`config.mk`:
```
export PLATFORM = sky130hd
export DESIGN_NAME = ifetch_mem_arb
export DESIGN_NICKNAME = d
export VERILOG_FILES = /design/src/rtl/mem_arb_pkg.sv /design/src/rtl/ifetch_skid.sv /design/src/rtl/ifetch_mem_arb.sv
export SDC_FILE = /design/constraint.sdc
export NUM_CORES = 1
export LEC_CHECK = 0
export CAP_MARGIN = 20
export CORE_MARGIN = 2
export CORE_UTILIZATION = 44
export DETAILED_ROUTE_END_ITERATION = 8
export PLACE_DENSITY = 0.88
export SLEW_MARGIN = 25
export SYNTH_ARGS = -nofsm -noshare
export SYNTH_HDL_FRONTEND = slang
export SYNTH_SLANG_ARGS = --single-unit
```
`constraint.sdc`:
```
create_clock -name clk -period 1.9 [get_ports clk]
set_input_delay 0.285 -clock clk [delete_from_list [all_inputs] [get_ports clk]]
set_output_delay 0.285 -clock clk [all_outputs]
set_load 0.05 [all_outputs]
```
`src/rtl/mem_arb_pkg.sv`:
```
// mem_arb_pkg: shared definitions for the fetch stage / memory port arbiter.
//   - iss_e      : kind of memory access issued in the previous cycle
//   - *_DEF      : default widths and reset PC used by ifetch_mem_arb
//   - iss_is_data: true for the two data-access kinds
package mem_arb_pkg;

    localparam int          ADDR_W_DEF   = 5;
    localparam int          DATA_W_DEF   = 32;
    localparam logic [31:0] RESET_PC_DEF = 32'h0000_0000;

    typedef enum logic [1:0] {
        ISS_NONE  = 2'd0,
        ISS_FETCH = 2'd1,
        ISS_DRD   = 2'd2,
        ISS_DWR   = 2'd3
    } iss_e;

    function automatic logic iss_is_data(input iss_e kind);
        return (kind == ISS_DRD) || (kind == ISS_DWR);
    endfunction

endpackage

```
`src/rtl/ifetch_skid.sv`:
```
// ifetch_skid: two-entry instruction buffer (output register + one skid entry)
// carrying {instr, pc} toward ID.
// Ports:
//   clk, rst_n          clock, asynchronous active-low reset
//   flush_i             drop both entries (redirect)
//   load_i              new {load_instr_i, load_pc_i} arrives this cycle
//   consume_i           downstream accepts the output entry this cycle
//   out_valid_o/instr/pc registered output entry
//   skid_full_o         skid entry occupied
module ifetch_skid #(
    parameter int DATA_W = 32
) (
    input  logic              clk,
    input  logic              rst_n,
    input  logic              flush_i,
    input  logic              load_i,
    input  logic [DATA_W-1:0] load_instr_i,
    input  logic [31:0]       load_pc_i,
    input  logic              consume_i,
    output logic              out_valid_o,
    output logic [DATA_W-1:0] out_instr_o,
    output logic [31:0]       out_pc_o,
    output logic              skid_full_o
);

    logic              out_valid_q, out_valid_d;
    logic [DATA_W-1:0] out_instr_q, out_instr_d;
    logic [31:0]       out_pc_q,    out_pc_d;
    logic              sk_valid_q,  sk_valid_d;
    logic [DATA_W-1:0] sk_instr_q,  sk_instr_d;
    logic [31:0]       sk_pc_q,     sk_pc_d;
    logic              take;

    always_comb begin
        out_valid_d = out_valid_q;
        out_instr_d = out_instr_q;
        out_pc_d    = out_pc_q;
        sk_valid_d  = sk_valid_q;
        sk_instr_d  = sk_instr_q;
        sk_pc_d     = sk_pc_q;
        take        = consume_i && out_valid_q;

        if (flush_i) begin
            out_valid_d = 1'b0;
            sk_valid_d  = 1'b0;
        end else begin
            // Consume first: a waiting skid entry slides into the output.
            if (take) begin
                if (sk_valid_q) begin
                    out_instr_d = sk_instr_q;
                    out_pc_d    = sk_pc_q;
                    sk_valid_d  = 1'b0;
                end else begin
                    out_valid_d = 1'b0;
                end
            end
            // New data goes to the output only if the output frees up and
            // nothing older is queued ahead of it.
            if (load_i) begin
                if ((!out_valid_q || take) && !sk_valid_q) begin
                    out_valid_d = 1'b1;
                    out_instr_d = load_instr_i;
                    out_pc_d    = load_pc_i;
                end else begin
                    sk_valid_d  = 1'b1;
                    sk_instr_d  = load_instr_i;
                    sk_pc_d     = load_pc_i;
                end
            end
        end
    end

    always_ff @(posedge clk or negedge rst_n) begin
        if (!rst_n) begin
            out_valid_q <= 1'b0;
            out_instr_q <= '0;
            out_pc_q    <= '0;
            sk_valid_q  <= 1'b0;
            sk_instr_q  <= '0;
            sk_pc_q     <= '0;
        end else begin
            out_valid_q <= out_valid_d;
            out_instr_q <= out_instr_d;
            out_pc_q    <= out_pc_d;
            sk_valid_q  <= sk_valid_d;
            sk_instr_q  <= sk_instr_d;
            sk_pc_q     <= sk_pc_d;
        end
    end

    assign out_valid_o = out_valid_q;
    assign out_instr_o = out_instr_q;
    assign out_pc_o    = out_pc_q;
    assign skid_full_o = sk_valid_q;

endmodule

```
`src/rtl/ifetch_mem_arb.sv`:
```
// ifetch_mem_arb: fetch stage plus single-port arbiter for the unified
// instruction/data memory (1-cycle synchronous read).
// Ports:
//   clk, rst_n                         clock, asynchronous active-low reset
//   mem_w_en/mem_addr/mem_d_in/mem_d_out  memory port
//   if_instr/if_pc/if_valid, id_ready  fetched instruction stream to ID
//   redirect_valid/redirect_pc         branch/jump redirect
//   dm_req/dm_we/dm_addr/dm_wdata      MEM-stage data request (held to done)
//   dm_rdata/dm_done                   data response
// Optional macro IFETCH_PERF_EN adds perf_fetch_cnt and perf_steal_cnt.
module ifetch_mem_arb
    import mem_arb_pkg::*;
#(
    parameter int          ADDR_W   = ADDR_W_DEF,
    parameter int          DATA_W   = DATA_W_DEF,
    parameter logic [31:0] RESET_PC = RESET_PC_DEF
) (
    input  logic              clk,
    input  logic              rst_n,
    output logic              mem_w_en,
    output logic [ADDR_W-1:0] mem_addr,
    output logic [DATA_W-1:0] mem_d_in,
    input  logic [DATA_W-1:0] mem_d_out,
    output logic [DATA_W-1:0] if_instr,
    output logic [31:0]       if_pc,
    output logic              if_valid,
    input  logic              id_ready,
    input  logic              redirect_valid,
    input  logic [31:0]       redirect_pc,
    input  logic              dm_req,
    input  logic              dm_we,
    input  logic [31:0]       dm_addr,
    input  logic [DATA_W-1:0] dm_wdata,
    output logic [DATA_W-1:0] dm_rdata,
`ifdef IFETCH_PERF_EN
    output logic [31:0]       perf_fetch_cnt,
    output logic [31:0]       perf_steal_cnt,
`endif
    output logic              dm_done
);

    iss_e              iss_q, iss_d;
    logic [31:0]       pc_q, pc_d;
    logic [31:0]       fpc_q, fpc_d;       // pc of the fetch now in flight
    logic [DATA_W-1:0] rdata_q;
    logic              skid_full;
    logic              fetch_elig;
    logic              data_go;
    logic              fetch_resp;
    logic              unused_ok;

    assign unused_ok = ^{dm_addr[31:ADDR_W+2], dm_addr[1:0]};

    always_comb begin
        // A fetch whose response would land behind a stalled output is held
        // back, so at most one fetch ever needs the skid entry.
        fetch_elig = !skid_full
                   && !((iss_q == ISS_FETCH) && if_valid && !id_ready)
                   && !redirect_valid;
        // Data wins, but a held request is not reissued in its done cycle.
        // Gating with rst_n keeps the port quiet while reset is asserted.
        data_go    = rst_n && dm_req && !iss_is_data(iss_q);
        fetch_resp = (iss_q == ISS_FETCH) && !redirect_valid;

        mem_w_en = 1'b0;
        mem_addr = pc_q[ADDR_W+1:2];
        mem_d_in = '0;
        iss_d    = ISS_NONE;
        pc_d     = pc_q;
        fpc_d    = fpc_q;

        if (data_go) begin
            mem_addr = dm_addr[ADDR_W+1:2];
            mem_w_en = dm_we;
            mem_d_in = dm_wdata;
            iss_d    = dm_we ? ISS_DWR : ISS_DRD;
        end else if (fetch_elig) begin
            iss_d = ISS_FETCH;
            pc_d  = pc_q + 32'd4;
            fpc_d = pc_q;
        end

        // Fetch is never eligible during a redirect, so this cannot clash
        // with a pc increment.
        if (redirect_valid) begin
            pc_d = redirect_pc;
        end

        dm_done  = iss_is_data(iss_q);
        dm_rdata = (iss_q == ISS_DRD) ? mem_d_out : rdata_q;
    end

    always_ff @(posedge clk or negedge rst_n) begin
        if (!rst_n) begin
            iss_q   <= ISS_NONE;
            pc_q    <= RESET_PC;
            fpc_q   <= '0;
            rdata_q <= '0;
        end else begin
            iss_q   <= iss_d;
            pc_q    <= pc_d;
            fpc_q   <= fpc_d;
            rdata_q <= dm_rdata;
        end
    end

    ifetch_skid #(
        .DATA_W (DATA_W)
    ) u_skid (
        .clk          (clk),
        .rst_n        (rst_n),
        .flush_i      (redirect_valid),
        .load_i       (fetch_resp),
        .load_instr_i (mem_d_out),
        .load_pc_i    (fpc_q),
        .consume_i    (id_ready),
        .out_valid_o  (if_valid),
        .out_instr_o  (if_instr),
        .out_pc_o     (if_pc),
        .skid_full_o  (skid_full)
    );

`ifdef IFETCH_PERF_EN
    logic [31:0] perf_fetch_q, perf_steal_q;

    always_ff @(posedge clk or negedge rst_n) begin
        if (!rst_n) begin
            perf_fetch_q <= '0;
            perf_steal_q <= '0;
        end else begin
            if (fetch_resp) begin
                perf_fetch_q <= perf_fetch_q + 32'd1;
            end
            if (data_go && fetch_elig) begin
                perf_steal_q <= perf_steal_q + 32'd1;
            end
        end
    end

    assign perf_fetch_cnt = perf_fetch_q;
    assign perf_steal_cnt = perf_steal_q;
`endif

endmodule
```
# Word level (Yosys, flattened, before mapping)
# Index checks and enable logic that the tools add are counted.
# W data, S select, Z words.
# word_totals
wordCells	66
latch_bits	0
in_bits	134
ram_bits	0
romBits	0
out_inout_bits	136
mem_count	0
reg_bits	228
# op_classes
n_eq_ne	4
div	0
mux	27
n_bitwise	3
n_shift	0
n_reduce_logical	21
addsub	1
order_cmp	0
n_mul	0
# ops
operator	n
$mux W32	13
$add A32 B3 Y32 const B	1
$mux W1	12
$logic_and A1 B1 Y1	9
$logic_not A1 Y1	6
$mux W5	1
$eq A2 B2 Y1 const B	2
$reduce_and A2 Y1	2
$not A1 Y1	3
$reduce_and A3 Y1	1
$eq A2 B1 Y1 const B	1
$logic_or A1 B1 Y1	2
$mux W2	1
$ne A2 B2 Y1 const B	1
$reduce_bool A2 Y1	1

# Logic depth before layout (Yosys ltp)
# depth
word_depth	9
ltp_mapped	7
ltp_nobuf	5

# Cells and area by module
# From an unflattened synthesis, not the netlist that was laid out.
# hier_totals
cells_unflattened	751
area_unflattened_um2	10136.0
# modules_own_cells
mod	instances	area_each_um2	seq_area_each_um2	cells_each
ifetch_skid	1	5430.2	3253.1	364
ifetch_mem_arb	1	4705.8	2452.4	387

# Worst setup path after synthesis
# OpenSTA, ideal clock, no wires.
# synth_path
kind	register -> register
startpoint	register u_skid.out_valid_q (netlist: u_skid.out_valid_o)
endpoint	register iss_q[0]
synth_period_minus_slack_ns	2.229
setup_time_ns	0.127
arrival_time_ns	2.102
setup_slack_ns	-0.329
t_required_ns	1.773
path_stages_with_launch	6
path_buffers	1
cell_sequence	dfrtp_1 > nor4bb_1 > or3_4 > nor2_2 > buf_6 > or2_2
# synth_between
elab_chain_cells	7
# synth_rtl
element	line_no	rtl
from (decl)	ifetch_skid.sv:26	logic out_valid_q, out_valid_d;
from (signal assigned)	ifetch_skid.sv:82	out_valid_q <= out_valid_d;
$logic_and A1 B1 Y1 (2 in series)	ifetch_mem_arb.sv:58	&& !((iss_q == ISS_FETCH) && if_valid && !id_ready)
$logic_not A1 Y1	ifetch_mem_arb.sv:58	
$logic_and A1 B1 Y1	ifetch_mem_arb.sv:58	
$logic_and A1 B1 Y1	ifetch_mem_arb.sv:59	&& !redirect_valid;
$mux W1	ifetch_mem_arb.sv:77	end else if (fetch_elig) begin
$mux W2	ifetch_mem_arb.sv:72	if (data_go) begin
net iss_d[0]	ifetch_mem_arb.sv:42	iss_e iss_q, iss_d;
to (signal assigned)	ifetch_mem_arb.sv:100	iss_q <= iss_d;
to (decl)	ifetch_mem_arb.sv:42	
# The timed path passes the listed nets, and every way through them passes these cells.
# A chain may end at the register's enable or synchronous reset.

# Worst setup path after layout
# layout_path
startpoint	register iss_q[1]
endpoint	register fpc_q[29]
# layout_between
elab_chain_cells	7
elab_cells_between_ends	13
classes_between	3 x eq/ne; 1 x bitwise; 9 x reduce/logical
# layout_rtl
element	line_no	rtl
$eq A2 B1 Y1	ifetch_mem_arb.sv:58	
$logic_and A1 B1 Y1 (2 in series)	ifetch_mem_arb.sv:58	
$logic_not A1 Y1	ifetch_mem_arb.sv:58	
$logic_and A1 B1 Y1	ifetch_mem_arb.sv:58	
$logic_and A1 B1 Y1	ifetch_mem_arb.sv:59	
$reduce_and A2 Y1 (no line) (*)	-	
to (signal assigned)	ifetch_mem_arb.sv:102	fpc_q <= fpc_d;
to (decl)	ifetch_mem_arb.sv:44	logic [31:0] fpc_q, fpc_d;
# Mark *: on every way between the ends. The rest lies on a longest branch, timed or not.

==> impl_metrics.env <==
export IMPL_synth_most_common_cell="dfrtp_1"
export IMPL_synthCells=784
export IMPL_r2r_end="fpc_q[29]"
export IMPL_drc=0
export IMPL_setup_slack_ns=-0.5617
export IMPL_synth_top_family_by_area="multiplexers"
export IMPL_synthSimpleGateAreaFrac_pct=9.708
export IMPL_r2r_setup_slack_ns=-0.56
export IMPL_crit_type="reg2reg"
export IMPL_min_period_ns=2.462
export IMPL_total_power_w=0.02037
export IMPL_max_cap_violations=0
export IMPL_dpl_hpwl_um=19280
export IMPL_start_util_pct=45.13
export IMPL_fin_skew_ns=0.01638
export IMPL_path_max_fanout=9
export IMPL_insertion_delay_ns=0.53
export IMPL_synth_edf_count=0
export IMPL_rsz0062_at_grt="true"
export IMPL_worstMarginPinSlew_ns=0.7046
export IMPL_ys_ff_latch=228
export IMPL_ir_drop_uv=708.8
export IMPL_track_usage_pct=26.44
export IMPL_netlist_top_cell_by_area="dfrtp_1"
export IMPL_synthAdderAreaFrac_pct=0.1262
export IMPL_place_congestion=0.9005
export IMPL_dp_cells=1322
export IMPL_muxShareOfSynthArea_pct=15.44
export IMPL_ys_seq_area_share_pct=57.57
export IMPL_slew_violations=0
export IMPL_cts_sinks=228
export IMPL_dr_pass1_iters=5
export IMPL_finalSetupViolCount=261
export IMPL_slew_headroom_pct=53.03
export IMPL_fin_cells=1430
export IMPL_die_w_um=154.1
export IMPL_grt_pass1_wl_um=49780
export IMPL_first_global_vias=8834
export IMPL_yosysUniqueCellTypes=53
export IMPL_endpoint="fpc_q[29]"
export IMPL_vias=8978
export IMPL_max_freq_mhz=406.2
export IMPL_crit_start="iss_q[1]"
export IMPL_failed_checks="setup timing"
export IMPL_synthTopCellsByArea="dfrtp_1 58%, mux2_2 15%, a2bb2oi_1 5.7%"
export IMPL_end_kind="register"
export IMPL_synth_top_flop_cell="dfrtp_1"
export IMPL_cts_buffers=25
export IMPL_whs_path_depth=3
export IMPL_ant_nets=0
export IMPL_ys_warn_count=0
export IMPL_clock_path_buffers=3
export IMPL_h_tree_depth=1
export IMPL_wl_per_cell_um=27.65
export IMPL_synth_nets=919
export IMPL_synth_compound_area_share_pct=13.46
export IMPL_antenna_found_initial=0
export IMPL_drive_above_1_share_pct=53.22
export IMPL_power_leakage_nw=7.300
export IMPL_avgSynthCellArea_um2=12.64
export IMPL_synth_xor_area_share_pct=0.3535
export IMPL_reg2reg_depth=8
export IMPL_cts_tree="yes"
export IMPL_dieHeight_um=154.1
export IMPL_r2r_start="iss_q[1]"
export IMPL_yosys_area_top_type_share_pct=57.57
export IMPL_worstSetupStartpointType="register"
export IMPL_rows=54
export IMPL_grt_max_degree=122
export IMPL_arrival_ns=2.87
export IMPL_clk_pin_slew_ns=0.07
export IMPL_hold_viol_final=0
export IMPL_async_flop_share_pct=100.0
export IMPL_syn2layout_area_growth_pct=73.45
export IMPL_root_buffer="clkbuf_16"
export IMPL_vias_per_cell=6.278
export IMPL_numPortBuffers=242
export IMPL_drt_iter0_drc=903
export IMPL_hp_class="in2reg"
export IMPL_synth_common_cells="228 x dfrtp_1, 135 x mux2_2, 65 x a2bb2oi_1"
export IMPL_p_per_area_nw_per_um2=1185
export IMPL_synth_area_um2=9911
export IMPL_overflow=0
export IMPL_fin_crit_sh_pct=129.6
export IMPL_crit_required_ns=2.30
export IMPL_fin_nets=1267
export IMPL_ios=270
export IMPL_core_um2=21960
export IMPL_finalWirelength_um=39540
export IMPL_final_core_util_pct=78.28
export IMPL_antennaDiodeCount=0
export IMPL_status="finished, violations left"
export IMPL_die_area_um2=23740
-- placed cells by master (no fill, tap or decap), types with 23 or more instances in the layout --
cell type / count
mux2_2: 29
clkdlybuf4s50_1: 105
dlygate4sd2_1: 36
mux2_4: 106
and2_4: 33
clkbuf_16: 38
a2bb2oi_2: 64
o22ai_1: 26
buf_12: 95
dfrtp_1: 226
o22ai_2: 37
buf_4: 95
nand2_1: 23
-- power breakdown --
group	leakage, nW	total (W)	switching [W]	internal, W
clock network	0.428	0.00520	0.00208	0.00313
logic	4.26	0.00780	0.00402	0.00378
registers	2.61	0.00737	0.00114	0.00623
total	7.30	0.0204	0.00723	0.0131
-- worst min path at each step --
stage                   start        to
6_report       redirect_pc[2]   pc_q[2]
5_1_grt        redirect_pc[2]   pc_q[2]
2_1_floorplan           rst_n  fpc_q[0]
4_1_cts        redirect_pc[2]   pc_q[2]
3_3_place_gp            rst_n  pc_q[19]
3_5_place_dp            rst_n  pc_q[19]
-- sequential cells by signal (all words and copies together), names as in the netlist --
name and cells:
iss_q 2, u_skid.sk_instr_q 32, u_skid.out_instr_o 32, rdata_q 32, fpc_q 32, u_skid.out_pc_o 32, u_skid.out_valid_o 1, pc_q 32
u_skid.sk_pc_q 32, u_skid.skid_full_o 1
-- critical path: stages, from the launching register on --
cell     delay (ns)
dfrtp_2        0.41
buf_6          0.12
and3b_2        0.27
buf_6          0.15
or3_4          0.44
nor2_4         0.28
buf_4          0.18
buf_12         0.14
mux2_2         0.37
-- per-stage QoR --
step	TNS, ns	instance area [um^2]	setup slack (ns)	hold WS (ns)
floorplan	-2.318	9955	-0.07234	-0.01059
global placement	-45.77	13810	-0.3759	0.4501
detailed placement	-55.30	13810	-0.4594	0.4646
CTS	-44.01	15670	-0.4515	0.3053
global route	-87.85	17190	-0.5792	0.3446
finish	-80.82	17190	-0.5617	0.3254
-- metal layers --
metal / wire length (um) / GRT usage (%) / vias up
met5: 0 / 0 / -
met4: 1551 / 6.987 / 0
met3: 2903 / 5.073 / 138
met2: 20180 / 47.23 / 575
met1: 14910 / 32.95 / 4584
li1: - / - / 3681
-- layout make-up --
type | instances | area, um^2
multi-input combinational | 490 | 5416
sequential | 228 | 5708
fill | 1081 | 4768
tap | 280 | 350.3
clock buffer | 33 | 695.7
clock inverter | 12 | 172.7
inverter | 6 | 23.77
timing repair buffer | 381 | 4823
-- kinds of logic after synthesis --
| logic type | after synthesis |
|---|---|
| DFF | 228 |
| buffers and inverters | 69 |
| muxes | 136 |
| AOI/OAI and AO/OA | 184 |
| xor gates and xnor gates | 4 |
| and+or+nand+nor | 162 |
| adders and majority gates | 1 |
-- repair_timing --
item                                    CTS  global route
hold endpoints to repair                 51             0
gates cloned                             11            21
buffers inserted                         20            26
gates resized for setup                 169           261
hold buffers                              1             0
pin swaps                                13            75
endpoints found under the setup margin  224           258
No activity file was read; power rests on OpenSTA's default activity.
